File: config.mk
export PLATFORM = sky130hd
export DESIGN_NAME = cic_decim_mc
export DESIGN_NICKNAME = d
export VERILOG_FILES = /design/src/rtl/cic_decim_mc.sv
export SDC_FILE = /design/constraint.sdc
export NUM_CORES = 2
export LEC_CHECK = 0
export CELL_PAD_IN_SITES_DETAIL_PLACEMENT = 1
export CELL_PAD_IN_SITES_GLOBAL_PLACEMENT = 1
export CORE_MARGIN = 2
export CORE_UTILIZATION = 47
export CTS_BUF_LIST = sky130_fd_sc_hd__clkbuf_4
export DETAILED_ROUTE_END_ITERATION = 16
export GPL_TIMING_DRIVEN = 0
export PLACE_DENSITY = 0.81
export SKIP_CTS_REPAIR_TIMING = 1
export SLEW_MARGIN = 15
export SYNTH_ARGS = -nofsm -noshare
export SYNTH_HDL_FRONTEND = slang
export SYNTH_SLANG_ARGS = --single-unit
File: constraint.sdc
create_clock -name clock -period 12.2 [get_ports clock]
set_input_delay 1.22 -clock clock [delete_from_list [all_inputs] [get_ports clock]]
set_output_delay 1.22 -clock clock [all_outputs]
set_load 0.02 [all_outputs]
File: src/rtl/cic_decim_mc.sv
// cic_decim_mc: N-channel, S-stage CIC decimator with a runtime decimation
// ratio, decimation-dependent gain normalisation, and automatic flush plus
// output suppression while the comb history refills after reset or a rate
// change. All channels share one counter and one strobe so they stay aligned.
module cic_decim_mc #(
  parameter int CHANNELS  = 2,
  parameter int STAGES    = 5,
  parameter int IN_WIDTH  = 16,
  parameter int OUT_WIDTH = 16,
  parameter int MAX_DECIM = 40
) (
  input  logic                          clock,
  input  logic                          reset,
  input  logic [5:0]                    decimation,
  input  logic                          in_strobe,
  input  logic [CHANNELS*IN_WIDTH-1:0]  in_data,
  output logic                          out_strobe,
  output logic [CHANNELS*OUT_WIDTH-1:0] out_data,
  output logic                          settling
);

  localparam int ACC_WIDTH = IN_WIDTH + STAGES*$clog2(MAX_DECIM);
  localparam int DW        = $clog2(MAX_DECIM + 1);
  localparam int SW        = $clog2(STAGES + 1);
  localparam int GW        = $clog2(ACC_WIDTH + 1);

  // Smallest r with 2^r >= v; v never exceeds the 6-bit decimation range.
  function automatic int ceil_log2(input int v);
    int r;
    r = 0;
    for (int i = 0; i < 16; i++) begin
      if ((1 << i) < v) r = i + 1;
    end
    return r;
  endfunction

  // Map 0/1 to 2 and anything above MAX_DECIM down to MAX_DECIM.
  function automatic logic [DW-1:0] clamp_decim(input logic [5:0] d);
    int v;
    v = int'(d);
    if (v < 2) v = 2;
    else if (v > MAX_DECIM) v = MAX_DECIM;
    return DW'(v);
  endfunction

  // Right shift that puts bit IN_WIDTH+G-1 of the comb output at the output MSB.
  function automatic logic [GW-1:0] right_shift_for(input logic [DW-1:0] d);
    int s;
    s = IN_WIDTH + STAGES*ceil_log2(int'(d)) - OUT_WIDTH;
    return (s > 0) ? GW'(s) : '0;
  endfunction

  // Left shift for the case where the output is wider than IN_WIDTH+G.
  function automatic logic [GW-1:0] left_shift_for(input logic [DW-1:0] d);
    int s;
    s = IN_WIDTH + STAGES*ceil_log2(int'(d)) - OUT_WIDTH;
    return (s < 0) ? GW'(-s) : '0;
  endfunction

  // Gain normalisation by bit selection: plain truncation, no rounding.
  function automatic logic signed [OUT_WIDTH-1:0] normalise(
    input logic signed [ACC_WIDTH-1:0] v,
    input logic        [GW-1:0]        rsh,
    input logic        [GW-1:0]        lsh
  );
    logic signed [ACC_WIDTH-1:0] t;
    t = (v >>> rsh) <<< lsh;
    return t[OUT_WIDTH-1:0];
  endfunction

  // Control state
  logic [DW-1:0] d_eff;
  logic [DW-1:0] d_new;
  logic [DW-1:0] cnt;
  logic          last_cnt;
  logic          rate_change;
  logic          clear;
  logic          emit;
  logic [GW-1:0] rsh_g;
  logic [GW-1:0] lsh_g;
  logic [SW-1:0] suppress;
  logic          settling_r;
  logic          vld_p0;
  logic          vld_p1;
  logic          vld_p2;

  // Datapath state
  logic signed [ACC_WIDTH-1:0] integ     [CHANNELS][STAGES];
  logic signed [ACC_WIDTH-1:0] integ_nxt [CHANNELS][STAGES];
  logic signed [ACC_WIDTH-1:0] integ_acc;
  logic signed [ACC_WIDTH-1:0] samp_p1   [CHANNELS];
  logic signed [ACC_WIDTH-1:0] dly       [CHANNELS][STAGES];
  logic signed [ACC_WIDTH-1:0] comb_tap  [CHANNELS][STAGES];
  logic signed [ACC_WIDTH-1:0] comb_out  [CHANNELS];
  logic signed [ACC_WIDTH-1:0] comb_acc;
  logic signed [OUT_WIDTH-1:0] out_p2    [CHANNELS];

  assign d_new       = clamp_decim(decimation);
  assign rate_change = (d_new != d_eff);
  assign clear       = reset || rate_change;
  assign last_cnt    = (cnt == d_eff - DW'(1));
  assign emit        = vld_p1 && (suppress == '0);

  // Shared control: rate latch, sample counter, valid pipeline, settling.
  always_ff @(posedge clock) begin
    if (clear) begin
      d_eff      <= d_new;
      rsh_g      <= right_shift_for(d_new);
      lsh_g      <= left_shift_for(d_new);
      cnt        <= '0;
      vld_p0     <= 1'b0;
      vld_p1     <= 1'b0;
      vld_p2     <= 1'b0;
      settling_r <= 1'b1;
      suppress   <= SW'(STAGES);
    end else begin
      vld_p0 <= in_strobe && last_cnt;
      if (in_strobe) cnt <= last_cnt ? '0 : cnt + DW'(1);
      vld_p1 <= vld_p0;
      vld_p2 <= emit;
      if (vld_p1) begin
        if (suppress != '0) suppress <= suppress - SW'(1);
        else settling_r <= 1'b0;
      end
    end
  end

  // ---- stage p0: integrator cascade, new sample enters all stages in one clock
  always_comb begin
    integ_acc = '0;
    for (int c = 0; c < CHANNELS; c++) begin
      integ_acc = {{(ACC_WIDTH-IN_WIDTH){in_data[c*IN_WIDTH+IN_WIDTH-1]}},
                   in_data[c*IN_WIDTH +: IN_WIDTH]};
      for (int s = 0; s < STAGES; s++) begin
        integ_acc       = integ[c][s] + integ_acc;
        integ_nxt[c][s] = integ_acc;
      end
    end
  end

  // Integrators wrap modulo 2^ACC_WIDTH; the combs undo the wrap exactly.
  always_ff @(posedge clock) begin
    for (int c = 0; c < CHANNELS; c++) begin
      for (int s = 0; s < STAGES; s++) begin
        if (clear) integ[c][s] <= '0;
        else if (in_strobe) integ[c][s] <= integ_nxt[c][s];
      end
    end
  end

  // ---- stage p1: capture last integrator after the decimation strobe
  always_ff @(posedge clock) begin
    for (int c = 0; c < CHANNELS; c++) begin
      if (clear) samp_p1[c] <= '0;
      else if (vld_p0) samp_p1[c] <= integ[c][STAGES-1];
    end
  end

  // ---- stage p2: comb cascade (differential delay 1) and normalisation
  always_comb begin
    comb_acc = '0;
    for (int c = 0; c < CHANNELS; c++) begin
      comb_acc = samp_p1[c];
      for (int s = 0; s < STAGES; s++) begin
        comb_tap[c][s] = comb_acc;
        comb_acc       = comb_acc - dly[c][s];
      end
      comb_out[c] = comb_acc;
    end
  end

  // Comb delays advance on every decimated result, suppressed or not.
  always_ff @(posedge clock) begin
    for (int c = 0; c < CHANNELS; c++) begin
      for (int s = 0; s < STAGES; s++) begin
        if (clear) dly[c][s] <= '0;
        else if (vld_p1) dly[c][s] <= comb_tap[c][s];
      end
    end
  end

  // Output registers: zeroed on reset, held across rate changes and suppression.
  always_ff @(posedge clock) begin
    for (int c = 0; c < CHANNELS; c++) begin
      if (reset) out_p2[c] <= '0;
      else if (!rate_change && emit) out_p2[c] <= normalise(comb_out[c], rsh_g, lsh_g);
    end
  end

  // Pack channel outputs onto the flat bus.
  always_comb begin
    out_data = '0;
    for (int c = 0; c < CHANNELS; c++) begin
      out_data[c*OUT_WIDTH +: OUT_WIDTH] = out_p2[c];
    end
  end

  assign out_strobe = vld_p2;
  assign settling   = settling_r;

endmodule
---- Yosys cells after proc, flatten, opt, wreduce, memory -nomap -nowiden ----
Memory sizes are Yosys's and may differ from the RTL's.
Index checks and enable logic that the tools add are counted.
storage, ports and cells
  bits in latches ......................... 0
  output and inout bits ................... 34
  register bits ........................... 31
  input port bits ......................... 41
  word-level logic and storage cells ...... 140
  memories kept ........................... 4
  memory bits (writable) .................. 1044
  bits in read-only memories .............. 0
cells by class
  bitwise logic cells ..................... 25
  shifts and indexed selects .............. 4
  multiply operators ...................... 1
  add/sub/neg operators ................... 26
  reduce and logical (&&, ||, !) cells .... 9
  equal/unequal tests ..................... 2
  divide/modulo/power cells ............... 0
  order comparisons ....................... 10
  mux-type cells .......................... 50
memory list
  name     words  bits a word  rd ports  clocked after memory_dff  wr ports  RTL line  source
  dly      2      230          2         0                         2         92        logic signed [ACC_WIDTH-1:0] dly [CHANNELS][STAGES];
  integ    2      230          2         0                         2         88        logic signed [ACC_WIDTH-1:0] integ [CHANNELS][STAGES];
  samp_p1  2      46           2         0                         2         91        logic signed [ACC_WIDTH-1:0] samp_p1 [CHANNELS];
  out_p2   2      16           2         0                         2         96        logic signed [OUT_WIDTH-1:0] out_p2 [CHANNELS];
operators by type and width
  operator                 count
  $mux W46                 22
  $sub A46 B46 Y46         10
  $add A46 B46 Y46         8
  $mux W32                 6
  $add A46 B16 Y46         2
  $sshl A46 B6 Y16         2
  $sshr A46 B6 Y46         2
  $add A6 B32 Y32 const A  1
  $gt A32 B1 Y1 const B    1
  $lt A32 B1 Y1 const B    1
  $mul A4 B32 Y32 const A  1
  $mux W16                 2
  $sub A32 B6 Y32 const B  1
  $or A1 B1 Y1             24
  $mux W6                  3
  $mux W1                  17
  $add A6 B1 Y6 const B    1
  $eq A6 B6 Y1             1
  $gt A6 B6 Y1 const B     1
  $lt A1 B6 Y1 const A     1
  $lt A2 B6 Y1 const A     1
  $lt A3 B6 Y1 const A     1
  $lt A4 B6 Y1 const A     1
  $lt A5 B6 Y1 const A     1
  13 further kinds         16

---- Depth between registers and ports, before layout ----
  word-level depth ........................ 15
  depth in mapped cells ................... 65
  depth with buffers taken out ............ 64

---- Least setup slack after synthesis ----
OpenSTA, ideal clock, no wires.
  path kind ............................... input port to flip-flop
  from .................................... in decimation[4]
  to ...................................... mem dly[0][0] in the netlist's numbering (enable)
  data required time ...................... 11.346 ns
  setup slack ............................. -0.907 ns
  cell stages on the path ................. 6
  library setup time ...................... 0.854 ns
  buffers on the path ..................... 1
  arrival time ............................ 12.253 ns
  path through ............................ or2_2 clkbuf_1 o311a_1 xnor2_1 nand3_1 or3_1
RTL lines
  what         RTL line  source
  from (decl)  14        input logic [5:0] decimation,
  to (decl)    92

==> results.ini <==
[cells_and_area]
design_area_um2=98870
nNetsFinal=10894
nFillCells=21586
layout_common_cells=edfxtp_1, ha_1, a21oi_1
area_growth_pct=11.35
stdcell_count=12633
final_common_cell=edfxtp_1
drive_gt1_frac=0.09223

[yosys]
ys_types=103
synth_ff_type=edfxtp_1
synth_edf_count=1056
synthArstFlopShare=0
syn_avg_cell_area_um2=9.394
ys_seq_area_frac=0.3600
synthCells=9452
netlist_area_um2=88800
ys_ff_latch=1069
yosysWarnings=0
syn_nets=10419

[job]
maxCapViolCount=0

[floorplan]
core_um2=187800
die_h_um=438.7
die_w_um=438.7
rows=159
initial_core_util=0.4728
boundaryPins=75
design.die.area_um2=192400

[outcome]
status=finished, violations left
violations=DRC

[setup_path]
cp-end-kind=flop
cp_common_cell=a21oi_2
critPathLaunchType=flop
max_stage_delay_ns=0.58
critPathRequiredTime_ns=13.26
arrival_ns=12.88
crit_path_top_delay_cell=a211oi_2
path_max_fanout=5
criticalPathCategory=reg2reg

[detailed_routing]
drtPass1Iterations=11
vias=74032
via_per_inst=5.860
ant_nets=0
wl_mm=269.7
drc=18
routedWlPerCell_um=21.35
first_iter_violations=3673

[sta]
skew_ns=0.1066
slew_violations=0
holdWs_ns=0.4497
tightest_slew_ns=1.278
slew_headroom=0.1479
fmax_mhz=84.60
hold_viol_final=0
setup_viol=0
min_period_ns=11.82
period_share=0.9689

[place]
io_buffer_count=73
gp_congestion=1.006
dpl.hpwl_mm=211.3
post-place-cells=12042
place_area_um2=93220

[global_route]
grt_remaining_overflow=0
grt_max_degree=63
grt_use_total=0.2707
grt_pass1_wl_mm=420.9
grt_pass1_vias=77426
antenna_found_initial=9

[cts]
clockRootBuffer=clkbuf_4
numCtsBuffers=320
clockBufferDepth=4
htreeDepth=5
clk_latency_ns=1.36
cts_tree=built
clock-sinks=1069
clk_pin_slew_ns=0.08

[worst_hold_path]
holdCritPathClass=in2reg

kinds of logic after synthesis:
logic type                 share of synthesized area
AOI/OAI and AO/OA                             0.1968
buffers and inverters                        0.04251
DFF                                           0.3600
and+or+nand+nor                               0.1651
xor gates and xnor gates                     0.08339
adders and majority gates                     0.1322
muxes                                        0.02004
layout make-up:
class	instances	area [um2]	area share
diodes	11	27.53	0.0002784
plain buffers	274	1059	0.01071
clock buffers	442	3318	0.03356
clock inverters	80	387.9	0.003923
inverters	723	2714	0.02745
multi-input cells	7381	54530	0.5515
flip-flops and latches	1069	31970	0.3233
well taps	2495	3122	0.03157
repair buffers	158	1747	0.01767
sequential cells by signal, summed over array words and instances (netlist names):
| signal | cells |
|---|---|
| integ | 460 |
| cnt | 6 |
| out_p2 | 32 |
| d_eff | 6 |
| vld_p0 | 1 |
| vld_p1 | 1 |
| dly | 460 |
| suppress | 3 |
| samp_p1 | 92 |
| settling | 1 |
| out_strobe | 1 |
| rsh_g | 6 |
synth_stat cells (all sizes together), types with 123 or more instances:
| library cell | number | area, um2 |
|---|---|---|
| edfxtp | 1056 | 31710 |
| xor2 | 304 | 2689 |
| nand2 | 421 | 1585 |
| nand2b | 132 | 825.8 |
| ha | 906 | 11340 |
| nor2 | 601 | 2256 |
| inv | 720 | 2703 |
| o21bai | 152 | 1145 |
| xnor2 | 526 | 4622 |
| o21a | 123 | 923.4 |
| and2 | 564 | 3528 |
| a21oi | 803 | 4023 |
| nand3 | 159 | 795.8 |
| clkbuf | 258 | 968.4 |
| a21o | 506 | 3799 |
| o21ai | 457 | 2295 |
| and3 | 455 | 2846 |
final timing paths:
kind | endpoint | slack, ns | depth (start not counted) | from
setup / recovery | out_p2[1][1]$_SDFFCE_PN0P_ | 0.38 | 58 | dly[1][184]$_SDFFCE_PN0P_
hold / removal | d_eff[0]$_DFFE_PP_ | 0.45 | 2 | decimation[0]
setup reg to reg | out_p2[1][1]$_SDFFCE_PN0P_ | 0.38 | 58 | dly[1][184]$_SDFFCE_PN0P_
hold reg to reg | suppress[1]$_SDFFE_PP0P_ | 0.51 | 2 | suppress[1]$_SDFFE_PP0P_
per-layer routing:
metal / vias up / GRT usage / share of wire
met3: 622 / 0.03822 / 0.034
met4: 6 / 0.1366 / 0.051
met5: - / 0 / 0.00014
li1: 35541 / - / -
met2: 1340 / 0.4824 / 0.50
met1: 36523 / 0.3164 / 0.42
through the flow:
stage	worst slack [ns]	setup TNS (ns)	utilization
2_1_floorplan	1.148	0	-
3_3_place_gp	-1.590	-30.13	0.4933
3_5_place_dp	-1.664	-46.75	0.4964
4_1_cts	-1.830	-37.38	0.5161
5_1_grt	-0.2553	-3.656	0.5265
6_report	0.3790	0	0.5265
critical path: cells and delay by family (launching register included):
kind,cells,cell delay [ns]
simple gates,14,2.56
xor+xnor,5,0.93
compound gates,30,5.30
mux,1,0.14
buf+inv,2,0.23
flops,1,0.40
fa+ha+maj,6,1.94
Power is not shown: default switching activity piles up to over one toggle a cycle in this logic, so the estimate is an artifact.
